File: src/rtl/scan_pkg.sv
// ---------------------------------------------------------------------------
// scan_pkg
// Shared definitions for the multiplexed-display scan sequencer: state
// encoding, digit count, index width and the slot counter width.
// ---------------------------------------------------------------------------
package scan_pkg;

    typedef enum logic [1:0] {
        IDLE   = 2'd0,
        ACTIVE = 2'd1,
        BLANK  = 2'd2
    } state_e;

    localparam int NUM_DIGITS = 4;
    localparam int IDX_W      = $clog2(NUM_DIGITS);
    localparam int CNT_W      = 16;

endpackage

File: src/rtl/slot_counter.sv
// ---------------------------------------------------------------------------
// slot_counter
// Loadable down-counter used to time both the dwell (ACTIVE) and blank
// slots. It stops at zero, and tc_o flags that zero.
//
// Ports
//   clk        system clock, rising edge
//   rst_n      asynchronous active-low reset, clears the count
//   load_i     load load_val_i on this edge, otherwise count down
//   load_val_i value loaded on load_i
//   tc_o       terminal count, high while the count is zero
// ---------------------------------------------------------------------------
module slot_counter
    import scan_pkg::*;
(
    input  logic             clk,
    input  logic             rst_n,
    input  logic             load_i,
    input  logic [CNT_W-1:0] load_val_i,
    output logic             tc_o
);

    logic [CNT_W-1:0] count_q;

    // NOTE: state is updated with non-blocking assignments inside a single
    // async-reset always_ff, so every register samples pre-edge values.
    always_ff @(posedge clk or negedge rst_n) begin
        if (!rst_n) begin
            count_q <= '0;
        end else if (load_i) begin
            count_q <= load_val_i;
        end else if (count_q != '0) begin
            count_q <= count_q - 1'b1;
        end
    end

    assign tc_o = (count_q == '0);

endmodule

File: src/rtl/scan_sequencer.sv
// ---------------------------------------------------------------------------
// scan_sequencer
// Steps a 2-bit digit index through 0..3 for a downstream 2-to-4 decoder.
// Each digit gets DWELL_CYCLES lit cycles followed by BLANK_CYCLES of dead
// time. The per-digit mask bit is sampled once on slot entry. All outputs
// come straight from registers.
//
// Ports
//   clk         system clock, rising edge
//   rst_n       asynchronous active-low reset
//   run         1 = scan, 0 = idle (aborts the current slot)
//   mask[3:0]   per-digit light enable
//   a, b        decoder select, index[1] and index[0]
//   en          decoder enable, high only while a digit is lit
//   frame_start one-cycle pulse on the first lit cycle of digit 0
// ---------------------------------------------------------------------------
module scan_sequencer
    import scan_pkg::*;
#(
    parameter int unsigned DWELL_CYCLES = 1000,
    parameter int unsigned BLANK_CYCLES = 4
) (
    input  logic                  clk,
    input  logic                  rst_n,
    input  logic                  run,
    input  logic [NUM_DIGITS-1:0] mask,
    output logic                  a,
    output logic                  b,
    output logic                  en,
    output logic                  frame_start
);

    // The counter holds "cycles remaining minus one", so a slot of N cycles
    // loads N-1 and ends on the edge where tc is seen.
    localparam logic [CNT_W-1:0] DWELL_LOAD = CNT_W'(DWELL_CYCLES - 1);
    localparam logic [CNT_W-1:0] BLANK_LOAD =
        (BLANK_CYCLES == 0) ? '0 : CNT_W'(BLANK_CYCLES - 1);
    // With no blanking, a finished dwell slot reloads straight into the next one.
    localparam logic [CNT_W-1:0] AFTER_DWELL_LOAD =
        (BLANK_CYCLES == 0) ? DWELL_LOAD : BLANK_LOAD;

    state_e           state_q;
    logic [IDX_W-1:0] index_q;
    logic             en_q;
    logic             frame_start_q;

    logic             cnt_load;
    logic [CNT_W-1:0] cnt_val;
    logic             cnt_tc;
    logic [IDX_W-1:0] index_next;

    assign index_next = index_q + 1'b1;  // natural 2-bit wrap 3 -> 0

    // Counter control: reload on every slot boundary and on any drop to
    // idle (loading 0 clears it); count down otherwise.
    always_comb begin
        cnt_load = 1'b1;
        cnt_val  = '0;
        if (run) begin
            unique case (state_q)
                IDLE:    cnt_val = DWELL_LOAD;
                ACTIVE:  if (cnt_tc) cnt_val = AFTER_DWELL_LOAD;
                         else        cnt_load = 1'b0;
                BLANK:   if (cnt_tc) cnt_val = DWELL_LOAD;
                         else        cnt_load = 1'b0;
                default: cnt_val = '0;
            endcase
        end
    end

    slot_counter u_slot_counter (
        .clk        (clk),
        .rst_n      (rst_n),
        .load_i     (cnt_load),
        .load_val_i (cnt_val),
        .tc_o       (cnt_tc)
    );

    always_ff @(posedge clk or negedge rst_n) begin
        if (!rst_n) begin
            state_q       <= IDLE;
            index_q       <= '0;
            en_q          <= 1'b0;
            frame_start_q <= 1'b0;
        end else if (!run) begin
            state_q       <= IDLE;
            index_q       <= '0;
            en_q          <= 1'b0;
            frame_start_q <= 1'b0;
        end else begin
            frame_start_q <= 1'b0;
            unique case (state_q)
                IDLE: begin
                    state_q       <= ACTIVE;
                    index_q       <= '0;
                    en_q          <= mask[0];
                    frame_start_q <= 1'b1;
                end
                ACTIVE: begin
                    if (cnt_tc) begin
                        if (BLANK_CYCLES == 0) begin
                            index_q       <= index_next;
                            en_q          <= mask[index_next];
                            frame_start_q <= (index_next == '0);
                        end else begin
                            state_q <= BLANK;
                            en_q    <= 1'b0;
                        end
                    end
                end
                BLANK: begin
                    if (cnt_tc) begin
                        state_q       <= ACTIVE;
                        index_q       <= index_next;
                        en_q          <= mask[index_next];
                        frame_start_q <= (index_next == '0);
                    end
                end
                default: begin
                    state_q <= IDLE;
                    index_q <= '0;
                    en_q    <= 1'b0;
                end
            endcase
        end
    end

    assign a           = index_q[1];
    assign b           = index_q[0];
    assign en          = en_q;
    assign frame_start = frame_start_q;

endmodule

File: config.mk
export PLATFORM = sky130hd
export DESIGN_NAME = scan_sequencer
export DESIGN_NICKNAME = d
export VERILOG_FILES = /design/src/rtl/scan_pkg.sv /design/src/rtl/slot_counter.sv /design/src/rtl/scan_sequencer.sv
export SDC_FILE = /design/constraint.sdc
export NUM_CORES = 1
export LEC_CHECK = 0
export ABC_AREA = 1
export BUFFER_PORTS_ARGS = -buffer_cell sky130_fd_sc_hd__buf_2
export CORE_UTILIZATION = 25
export DETAILED_ROUTE_END_ITERATION = 10
export GPL_TIMING_DRIVEN = 0
export PLACE_DENSITY_LB_ADDON = 0.05
export REMOVE_ABC_BUFFERS = 1
export SLEW_MARGIN = 20
export SYNTH_ARGS = -nofsm -noshare
export SYNTH_HDL_FRONTEND = slang
export SYNTH_SLANG_ARGS = --single-unit
File: constraint.sdc
create_clock -name clk -period 1.45 [get_ports clk]
set_clock_uncertainty 0.2 [all_clocks]
set_input_delay 0.145 -clock clk [delete_from_list [all_inputs] [get_ports clk]]
set_output_delay 0.145 -clock clk [all_outputs]
set_load 0.1 [all_outputs]
==> metrics.md, run 1 <==
| Metric | Value |
|---|---|
| Clk buf depth | 2 |
| DR WL met2 | roughly 1.7 mm |
| Most common cell in the netlist | nand2_1 |
| Clock transition at the registers of the reported paths | approximately 0.090 ns |
| CP bufs+invs | 2 |
| Max-capacitance violation count | 0 |
| Worst Path Max Fanout | 6 |
| CP peak stage delay | ~0.40 ns |
| Largest net degree at the start of global routing | 23 |
| Post-detailed-route count of antenna-violating nets | 0 |
| Worst min-delay path category | in -> reg |
| Tmin final | 1.606 ns |
| DR WL/cell | between 10 and 15 µm |
| Setup TNS Final | -2.728 ns |
| DR vias | 1285 |
| Slowest-stage cell, CP | dfrtp_1 |
| Commonest cells in the netlist | 43 x nand2_1, 27 x nor2_1, 22 x dfrtp_1 |
| CTS tree | built |
| Detailed Route WL | 3.541 mm |
| Reg2Reg Launch Point | u_slot_counter.count_q[1] |
| Dpl ws | -0.4101 ns |
| Initial antenna violation count | 0 |
| DR iter-0 viols | 55 |
| Flops & latches, synth | 22 |
| Die footprint | around 5700 µm² |
| DP Cell Count | around 250 |
| Synth Cell Area | approximately 1300 µm² |
| Synth async-reset ratio | 100.0% |
| Initial core utilization | between 20% and 30% |
| Top-area cell type share of the netlist area | 41.04% |
| Primary FF master, synth | dfrtp_1 |
| Final period utilization | 110.8% |
| Number of synthesized flops with an enable pin | 0 |
| Clock Tree Root | clkbuf_8 |
| Most used cell, CP | nand2_4 |
| Worst slew pin tran | between 0.5 and 0.6 ns |
| Peak VDD IR | between 0.5 and 0.6 mV |
| Fillcell total | roughly 560 |
| Overflow after GRT | 0 |
| Site Rows | 26 |
| Power per Cell Area | ~1500 nW/µm² |
| Final Hold Vio Count | 0 |
| Overall Global Routing Usage | a little over an eighth |
| R2R depth | 10 |
| DRC viols | 0 |
| DRT Pass-1 Iters | 4 |
| RSZ-0062 raised after global routing | yes |
| First-pass GRT wire length | between 5 and 6 mm |
| Setup ws final | -0.1562 ns |
| Max Clk Rate | between 0.6 and 0.7 GHz |
| Post-synthesis sequential area ratio | 41.04% |
| Post-DP HPWL | approximately 2.3 mm |
| Final setup violation count | 22 |
| R2r setup slk | -0.16 ns |
| Met3 layer wire length in the routed design | about 54 µm |
| RePlAce Congestion | between 0.7 and 0.8 |
| Warnings, synthesis | 0 |
| Post-Layout Cell Count | 292 |
| H-tree levels | 1 |
| Worst path arrival time | ~1.6 ns |
| Leakage | just under 1 nW |
| Area Growth Syn to Fin | 55.41% |
| Hold path endpoint | en |
| Vias/cell | between 4 and 5 |
| Critical Path Start Type | flip-flop |
| WP data required | around 1.5 ns |
| Post-synth cell types | 25 |
| Clk Latency, worst-skew pair | approximately 0.27 ns |
| Layout cell share with drive strength beyond 1 | around half |
| Min-Delay Path Depth | 5 |
| DIE HEIGHT | ~75 µm |
| Placeable Area | 5140 µm² |
| Antenna diode count | 0 |
| CP Capture Type | flip-flop |
| Max layer used | met4 |
| Pins over their slew limit | 0 |
| Status | complete, but fails checks |
| Min-delay src | mask[0] |
| Cell taking the most area after synthesis | dfrtp_1 |
| Vias in the first global route | between 1000 and 1500 |
| Num CTS Buffers | 3 |
| CP Class | reg -> reg |
| Avg Inst Size Synth | approximately 7.7 µm² |
| R2R Path End | u_slot_counter.count_q[8] |
| CTS Sinks | 22 |
| Top Ports | 11 |
| Net count of the finished layout | between 200 and 250 |
| Port Buffers | 10 |
| Met1 Wirelength | approximately 1.7 mm |
| Dominant cells by area after synthesis | dfrtp_1 41%, nand2_1 12%, nor2_1 7.6% |
| Cells after Synth | 175 |
| CP cell instances | inv_2, ha_4, nand2_4, nor2_4, nand2_4, nand3_4, nand2_4, clkinv_4, nand2_8, nand2_2 |
| CP top delay family | simple AND/OR/NAND/NOR gates |
| Die width | roughly 75 µm |
| Failing checks | setup timing |
| Worst slew margin | roughly 65% |
[timing repair]
item	in CTS	in global routing
pin swaps	19	19
hold buffers	2	0
endpoints found under the setup margin	23	24
endpoints found under the hold margin	23	0
resized for setup	42	47
buffers inserted	26	10
[kinds of logic (layout without fill, tap and decap cells)]
group / after synthesis / in the layout / share of synthesized area [%]
buf+inv: 21 / 68 / 6.529
fa+ha+maj: 7 / 7 / 6.530
simple gates: 104 / 104 / 35.54
xor+xnor: 6 / 6 / 3.918
flops: 22 / 22 / 41.04
compound gates: 15 / 15 / 6.436
[cells in the final DEF, fill, tap and decap left out, drive strengths merged, types with 4 or more instances in the layout]
master  count
nand2      48
ha          7
clkbuf      5
inv        19
buf        41
dfrtp      22
xor2        4
nand4       5
nor2       34
nand3      10
o21ai       8
[metal layers]
metal / vias to the layer above / track usage [%]
li1: 651 / -
met1: 625 / 18.61
met2: 5 / 21.32
met3: 4 / 2.008
met4: 0 / 5.144
met5: - / 0
[state kept, by name, indices dropped and copies added (netlist names)]
register and cells:
u_slot_counter.count_q 16, index_q 2, state_q 2, en 1, frame_start 1
[per-stage QoR]
stage / instance area, µm² / power [mW] / utilization, % / hold WS [ns]
floorplan: 1330 / 1.612 / - / -0.3506
detailed placement: 1468 / 1.847 / 28.55 / -0.03060
global placement: 1468 / 1.834 / 28.55 / -0.04546
global route: 2085 / 3.445 / 40.56 / 0.1682
finish: 2085 / 3.211 / 40.56 / 0.1214
CTS: 1864 / 2.837 / 36.27 / 0.09782
[worst min-delay path, cell delays in order]
cell and delay [ns]:
buf_2 0.09, inv_1 0.06, o21ai_0 0.11, nand2_1 0.09, nand2_1 0.05
[worst max path at each step]
stage | slack, ns | endpoint | depth (start not counted) | startpoint
after floorplan | -0.68 | en | 9 | index_q[0]
after global placement | -0.38 | u_slot_counter.count_q[14] | 7 | u_slot_counter.count_q[0]
after detailed placement | -0.41 | u_slot_counter.count_q[14] | 7 | u_slot_counter.count_q[0]
after CTS | -0.15 | state_q[0] | 9 | u_slot_counter.count_q[1]
after global routing | -0.27 | u_slot_counter.count_q[7] | 9 | u_slot_counter.count_q[0]
final | -0.16 | u_slot_counter.count_q[8] | 10 | u_slot_counter.count_q[1]
[report_power, final]
part | leakage, nW | switching, mW | internal (mW)
clock | 0.0216 | 0.217 | 0.186
combinational | 0.675 | 1.06 | 0.896
sequential | 0.287 | 0.116 | 0.733
total | 0.983 | 1.40 | 1.81
[cell type report]
type | count | area (µm²) | share of cell area, %
inverters | 20 | 87.58 | 4.202
clock buffers | 3 | 41.29 | 1.981
multi-input cells | 132 | 959.7 | 46.04
well taps | 70 | 87.58 | 4.202
flip-flops and latches | 22 | 554.3 | 26.59
repair buffers | 45 | 354.1 | 16.99
Note: power is estimated with default switching activity, not from simulation.
==> inputs of run 2 (changes only) <==
- CAP_MARGIN: unset -> 20
- clock period: 1.45 -> 1.84 ns (I/O delays scaled with it)
==> metrics.md, run 2 (same netlist as run 1, synthesis figures left out) <==
| Metric | Value |
|---|---|
| Final period utilization | 91.37% (-19 points) |
| Worst min-delay path category | in -> reg |
| Top Ports | 11 (unchanged) |
| DIE HEIGHT | 75.25 µm (unchanged) |
| Fillcell total | 604 (+7.5%) |
| Final setup violation count | 0 (-100%) |
| Largest regs | u_slot_counter.count_q x16, index_q x2, state_q x2 |
| Slowest-stage cell, CP | dfrtp_1 |
| Detailed Route WL | 3.004 mm (-15%) |
| Layout cell share with drive strength beyond 1 | 18.52% (-33 points) |
| Max Clk Rate | 0.5948 GHz (-4.5%) |
| Antenna diode count | 0 (unchanged) |
| Post-Layout Cell Count | 259 (-11%) |
| Clock Tree Root | clkbuf_8 |
| Num CTS Buffers | 3 (unchanged) |
| Site Rows | 26 (unchanged) |
| DP Cell Count | 254 (unchanged) |
| Die width | 75.25 µm (unchanged) |
| Port Buffers | 10 (unchanged) |
| Net count of the finished layout | 205 (-14%) |
| DRT Pass-1 Iters | 4 (unchanged) |
| Util after Layout | 30.04% (-11 points) |
| Vias/cell | 4.394 (-0.16%) |
| Tmin final | 1.681 ns (+0.07506 ns) |
| CP Class | reg -> reg |
| Clk Latency, worst-skew pair | 0.27 ns (about the same) |
| CTS Sinks | 22 (unchanged) |
| Pins over their slew limit | 0 (unchanged) |
| Initial core utilization | 26.10% (unchanged) |
| CP cell instances | inv_1, ha_2, nand2_1, nor2_4, nand2_2, nand3_4, nand2_2, clkinv_2, nand2_2, nand2_1 |
| Critical Path Start Type | flip-flop |
| RePlAce Congestion | 0.7206 (unchanged) |
| DRC viols | 0 (unchanged) |
| Overflow after GRT | 0 (unchanged) |
| Initial antenna violation count | 0 (unchanged) |
| Worst slew pin tran | 0.5390 ns (+0.01182 ns) |
| CP Capture Type | flip-flop |
| Worst path arrival time | 1.64 ns (+0.02 ns) |
| Largest Register | u_slot_counter.count_q |
| H-tree levels | 1 (unchanged) |
| Max-capacitance violation count | 0 (unchanged) |
| Area Growth Syn to Fin | 15.11% |
| Most used cell, CP | nand2_2 |
| Commonest non-fill, non-tap cell in the layout | nand2_1 |
| DR WL/cell | 11.60 µm (-4.4%) |
| Final Hold Vio Count | 0 (unchanged) |
| Leakage | 0.7570 nW (-23%) |
| Post-DP HPWL | 2.289 mm (unchanged) |
| Die footprint | 5662 µm² (unchanged) |
| Clk buf depth | 2 (unchanged) |
| First-pass GRT wire length | 4.919 mm (-12%) |
| Worst Path Max Fanout | 8 (+2) |
| Status | completed |
| Worst slew margin | 64.07% (-0.79 points) |
| Clock transition at the registers of the reported paths | 0.09 ns (about the same) |
| CP bufs+invs | 2 (unchanged) |
| Vias in the first global route | 1042 (-14%) |
| Number of flip-flops under the largest register name | 16 (unchanged) |
| WP data required | 1.79 ns (+0.33 ns) |
| Overall Global Routing Usage | 11.83% (-1.7 points) |
| DR vias | 1138 (-11%) |
| CP top delay family | simple AND/OR/NAND/NOR gates |
| Placed Area | 1468 µm² (unchanged) |
| CTS tree | built |
| Peak VDD IR | 0.3486 mV (-31%) |
| Power Total | 1.802 mW (-44%) |
| Final instance area | 1544 µm² (-26%) |
| Most frequent cells in the layout | 43 x nand2_1, 26 x nor2_1, 22 x dfrtp_1 |
| RSZ-0062 raised after global routing | no |
| Largest net degree at the start of global routing | 23 (unchanged) |
| Post-detailed-route count of antenna-violating nets | 0 (unchanged) |
| Power per Cell Area | 1167 nW/µm² (-24%) |
| CP peak stage delay | 0.37 ns (-0.03 ns) |
| DR iter-0 viols | 69 (+25%) |
| Placeable Area | 5140 µm² (unchanged) |
run 2: final timing paths:
| path | start | depth (start not counted) | slack (ns) | to |
|---|---|---|---|---|
| max | u_slot_counter.count_q[1] | 10 | 0.16 | u_slot_counter.count_q[8] |
| min | run | 3 | 0.04 | frame_start |
| max reg2reg | u_slot_counter.count_q[1] | 10 | 0.16 | u_slot_counter.count_q[8] |
| min reg2reg | en | 2 | 0.28 | en |
| max in group asynchronous | rst_n | 2 | 0.85 | state_q[1] |
| min in group asynchronous | rst_n | 2 | 0.22 | u_slot_counter.count_q[11] |
run 2: tightest hold or removal path: cells and delay by family:
kind	cells	cell delay, ns
buffers and inverters	1	0.14
AND/OR/NAND/NOR	2	0.14
run 2: report_power, final:
part           total (mW)  internal, mW  switching [mW]
Combinational       0.818         0.274           0.544
Sequential          0.667         0.575          0.0923
Clock               0.316         0.147           0.170
run 2: final cells by class:
type / instances / area, µm² / area share (%)
flip-flops and latches: 22 / 550.5 / 35.66
inverters: 20 / 78.83 / 5.105
clock buffers: 3 / 41.29 / 2.674
multi-input cells: 132 / 718.2 / 46.52
repair buffers: 12 / 67.56 / 4.376
well taps: 70 / 87.58 / 5.673
run 2: routing by layer:
metal  global-route usage (%)  wire (µm)  vias up
li1                         -          -      586
met1                    16.97       1593      541
met2                    17.52       1315        7
met3                    2.008         53        4
met4                    4.938         42        0
met5                        0          0        -
run 2: what timing repair did:
action                                  4_1_cts  5_1_grt
hold endpoints to repair                     22        0
pin swaps                                     0        1
resized for setup                             1        6
endpoints found under the setup margin        1       17
buffers inserted                              0        1
hold buffers                                  1        0
run 2: through the flow:
step,TNS [ns],setup WS (ns),hold slack [ns]
6_report,0,0.1587,0.04149
5_1_grt,0,0.01406,0.04481
4_1_cts,0,0.009734,0.02912
3_5_place_dp,-0.02009,-0.02009,0.008397
3_3_place_gp,0,0.009162,-0.006457
2_1_floorplan,-0.2887,-0.2866,-0.3116
==> inputs of run 3 (changes only) <==
- ABC_AREA: 1 -> unset
==> metrics.md, run 3 <==
| Metric | Value |
|---|---|
| Tmin final | 1.927 ns (+0.2459 ns) |
| Setup TNS Final | -0.8734 ns (-0.8734 ns) |
| Number of flip-flops under the largest register name | 16 (unchanged) |
| Worst slew margin | 64.72% (+0.65 points) |
| Slowest-stage cell, CP | dfrtp_1 |
| Final setup violation count | 18 (+18) |
| Avg Inst Size Synth | 10.31 µm² (+34%) |
| Power per Cell Area | 994.5 nW/µm² (-15%) |
| Primary FF master, synth | dfrtp_1 |
| Die footprint | 5317 µm² (-6.1%) |
| Vias in the first global route | 1048 (+0.58%) |
| Site Rows | 25 (-3.8%) |
| CTS tree | built |
| Cell taking the most area after synthesis | dfrtp_1 |
| DR iter-0 viols | 13 (-81%) |
| Top-area cell type share of the netlist area | 43.78% (+2.7 points) |
| Peak VDD IR | 0.4362 mV (+25%) |
| Placeable Area | 4786 µm² (-6.9%) |
| Dominant cells by area after synthesis | dfrtp_1 44%, ha_1 7.0%, xor2_1 5.6% |
| H-tree levels | 1 (unchanged) |
| Dpl ws | -0.5094 ns (-0.4893 ns) |
| Post-detailed-route count of antenna-violating nets | 0 (unchanged) |
| Max-capacitance violation count | 0 (unchanged) |
| CP Class | reg -> reg |
| First-pass GRT wire length | 5.043 mm (+2.5%) |
| Clk buf depth | 2 (unchanged) |
| Failing checks | setup timing |
| DR WL/cell | 14.50 µm (+25%) |
| DRC viols | 0 (unchanged) |
| Overall Global Routing Usage | 12.56% (+0.73 points) |
| Initial core utilization | 26.27% (+0.18 points) |
| CP peak stage delay | 0.50 ns (+0.13 ns) |
| Die width | 72.92 µm (-3.1%) |
| Pins over their slew limit | 0 (unchanged) |
| Placed Area | 1373 µm² (-6.5%) |
| Largest Register | u_slot_counter.count_q |
| CP Capture Type | flip-flop |
| Leakage | 0.7088 nW (-6.4%) |
| Post-synth cell types | 34 (+36%) |
| Largest net degree at the start of global routing | 23 (unchanged) |
| Clock transition at the registers of the reported paths | 0.08 ns (about the same) |
| Layout cell share with drive strength beyond 1 | 34.01% (+15 points) |
| Post-DP HPWL | 1.932 mm (-16%) |
| Commonest cells in the netlist | 22 x dfrtp_1, 14 x nor2_1, 8 x xor2_1 |
| Synth async-reset ratio | 100.0% (unchanged) |
| Overflow after GRT | 0 (unchanged) |
| Initial antenna violation count | 0 (unchanged) |
| Util after Layout | 35.35% (+5.3 points) |
| Worst path arrival time | 1.88 ns (+0.24 ns) |
| DIE HEIGHT | 72.92 µm (-3.1%) |
| Clk Latency, worst-skew pair | 0.26 ns (about the same) |
| Flops & latches, synth | 22 (unchanged) |
| Setup ws final | -0.08719 ns (-0.2459 ns) |
| Num CTS Buffers | 3 (unchanged) |
| DRT Pass-1 Iters | 4 (unchanged) |
| Fillcell total | 496 (-18%) |
| R2r setup slk | -0.09 ns (-0.25 ns) |
| Area Growth Syn to Fin | 34.53% |
| Reg area | 554.3 µm² (+0.68%) |
| Final period utilization | 104.7% (+13 points) |
| Final Hold Vio Count | 0 (unchanged) |
| Worst slew pin tran | 0.5292 ns (-0.009806 ns) |
| Number of synthesized flops with an enable pin | 0 (unchanged) |
| DR vias | 1048 (-7.9%) |
| Post-synthesis sequential area ratio | 43.78% (+2.7 points) |
| Final instance area | 1692 µm² (+9.6%) |
| Worst min-delay path category | in -> reg |
| Antenna diode count | 0 (unchanged) |
| Most common cell in the netlist | dfrtp_1 |
| Worst Path Max Fanout | 6 (-2) |
| CP cell instances | nor4_2, nand4_1, buf_6, buf_6, a21oi_4, o21ai_1 |
| Most frequent cells in the layout | 19 x dfrtp_1, 14 x nor2_1, 10 x buf_2 |
| Power Total | 1.682 mW (-6.6%) |
| Status | complete, but fails checks |
| Top Ports | 11 (unchanged) |
| Cells after Synth | 122 (-30%) |
| Synth Cell Area | 1257 µm² (-6.2%) |
| Port Buffers | 10 (unchanged) |
| Net count of the finished layout | 162 (-21%) |
| Clock Tree Root | clkbuf_8 |
| WP data required | 1.79 ns (about the same) |
| Most used cell, CP | buf_6 |
| Vias/cell | 4.897 (+11%) |
| Detailed Route WL | 3.102 mm (+3.3%) |
| CTS Sinks | 22 (unchanged) |
| Warnings, synthesis | 0 (unchanged) |
| Max Clk Rate | 0.5189 GHz (-13%) |
| Commonest non-fill, non-tap cell in the layout | dfrtp_1 |
| RSZ-0062 raised after global routing | yes |
| Critical Path Start Type | flip-flop |
| RePlAce Congestion | 0.6657 (-7.6%) |
| Area occupied by multi-input gates | 817.0 µm² (+14%) |
| Largest regs | u_slot_counter.count_q x16, index_q x2, state_q x2 |
==> run 3: worst max-delay path: cells and delay by family, from the launching register on <==
kind | cells | cell delay (ns)
compound gates | 2 | 0.20
flops | 1 | 0.50
simple gates | 2 | 0.63
buf+inv | 2 | 0.29
==> run 3: final timing paths <==
check / cells past startpoint / from / to
setup / recovery: 6 / u_slot_counter.count_q[2] / index_q[0]
hold / removal: 2 / run / en
setup reg to reg: 6 / u_slot_counter.count_q[2] / index_q[0]
hold reg to reg: 1 / en / en
max in group asynchronous: 2 / rst_n / u_slot_counter.count_q[5]
min in group asynchronous: 2 / rst_n / u_slot_counter.count_q[11]
==> run 3: what timing repair did <==
action | in CTS | in global routing
setup endpoints to repair | 22 | 22
setup buffers | 9 | 2
gates resized for setup | 17 | 12
hold buffers | 1 | 0
endpoints found under the hold margin | 22 | 0
pin swaps | 9 | 3
cloned | 0 | 2
==> run 3: cells by family (layout without fill, tap and decap cells) <==
logic type               count (synthesis)  after routing  share of synthesized area [%]
multiplexers                             6              6                          5.771
AO/OA/AOI/OAI                           20             20                          10.15
XOR/XNOR                                12             12                          8.358
adder cells (fa/ha/maj)                  7              7                          6.965
flip-flops                              22             22                          43.78
buffers and inverters                    8             31                          2.985
AND/OR/NAND/NOR                         47             49                          21.99
==> run 3: where the power goes <==
part	switching, mW	leakage (nW)	total [mW]	internal (mW)
clock	0.162	0.0288	0.352	0.191
combinational	0.368	0.394	0.675	0.307
sequential	0.104	0.286	0.655	0.551
==> run 3: layout make-up <==
type | instances | area share [%]
Multi-Input combinational cell | 94 | 48.30
Sequential cell | 22 | 32.77
Timing Repair Buffer | 22 | 9.615
Tap cell | 67 | 4.956
Clock buffer | 4 | 3.254
Inverter | 5 | 1.109
==> run 3: metrics by stage <==
step | hold slack, ns | instances
6_report | 0.02599 | 214
3_5_place_dp | -0.002253 | 196
5_1_grt | 0.03719 | 214
3_3_place_gp | 0.001672 | 196
4_1_cts | 0.003600 | 210
2_1_floorplan | -0.3116 | 119
==> run 3: routing by layer <==
metal  wire length, µm  track usage, %  vias up  part of all wire (%)
met5                 0               0        -                     0
met4                38           5.229        0                   1.2
met3               102           2.486        4                   3.3
met2              1456           20.87       17                    47
met1              1505           15.91      521                    49
li1                  -               -      506                     -
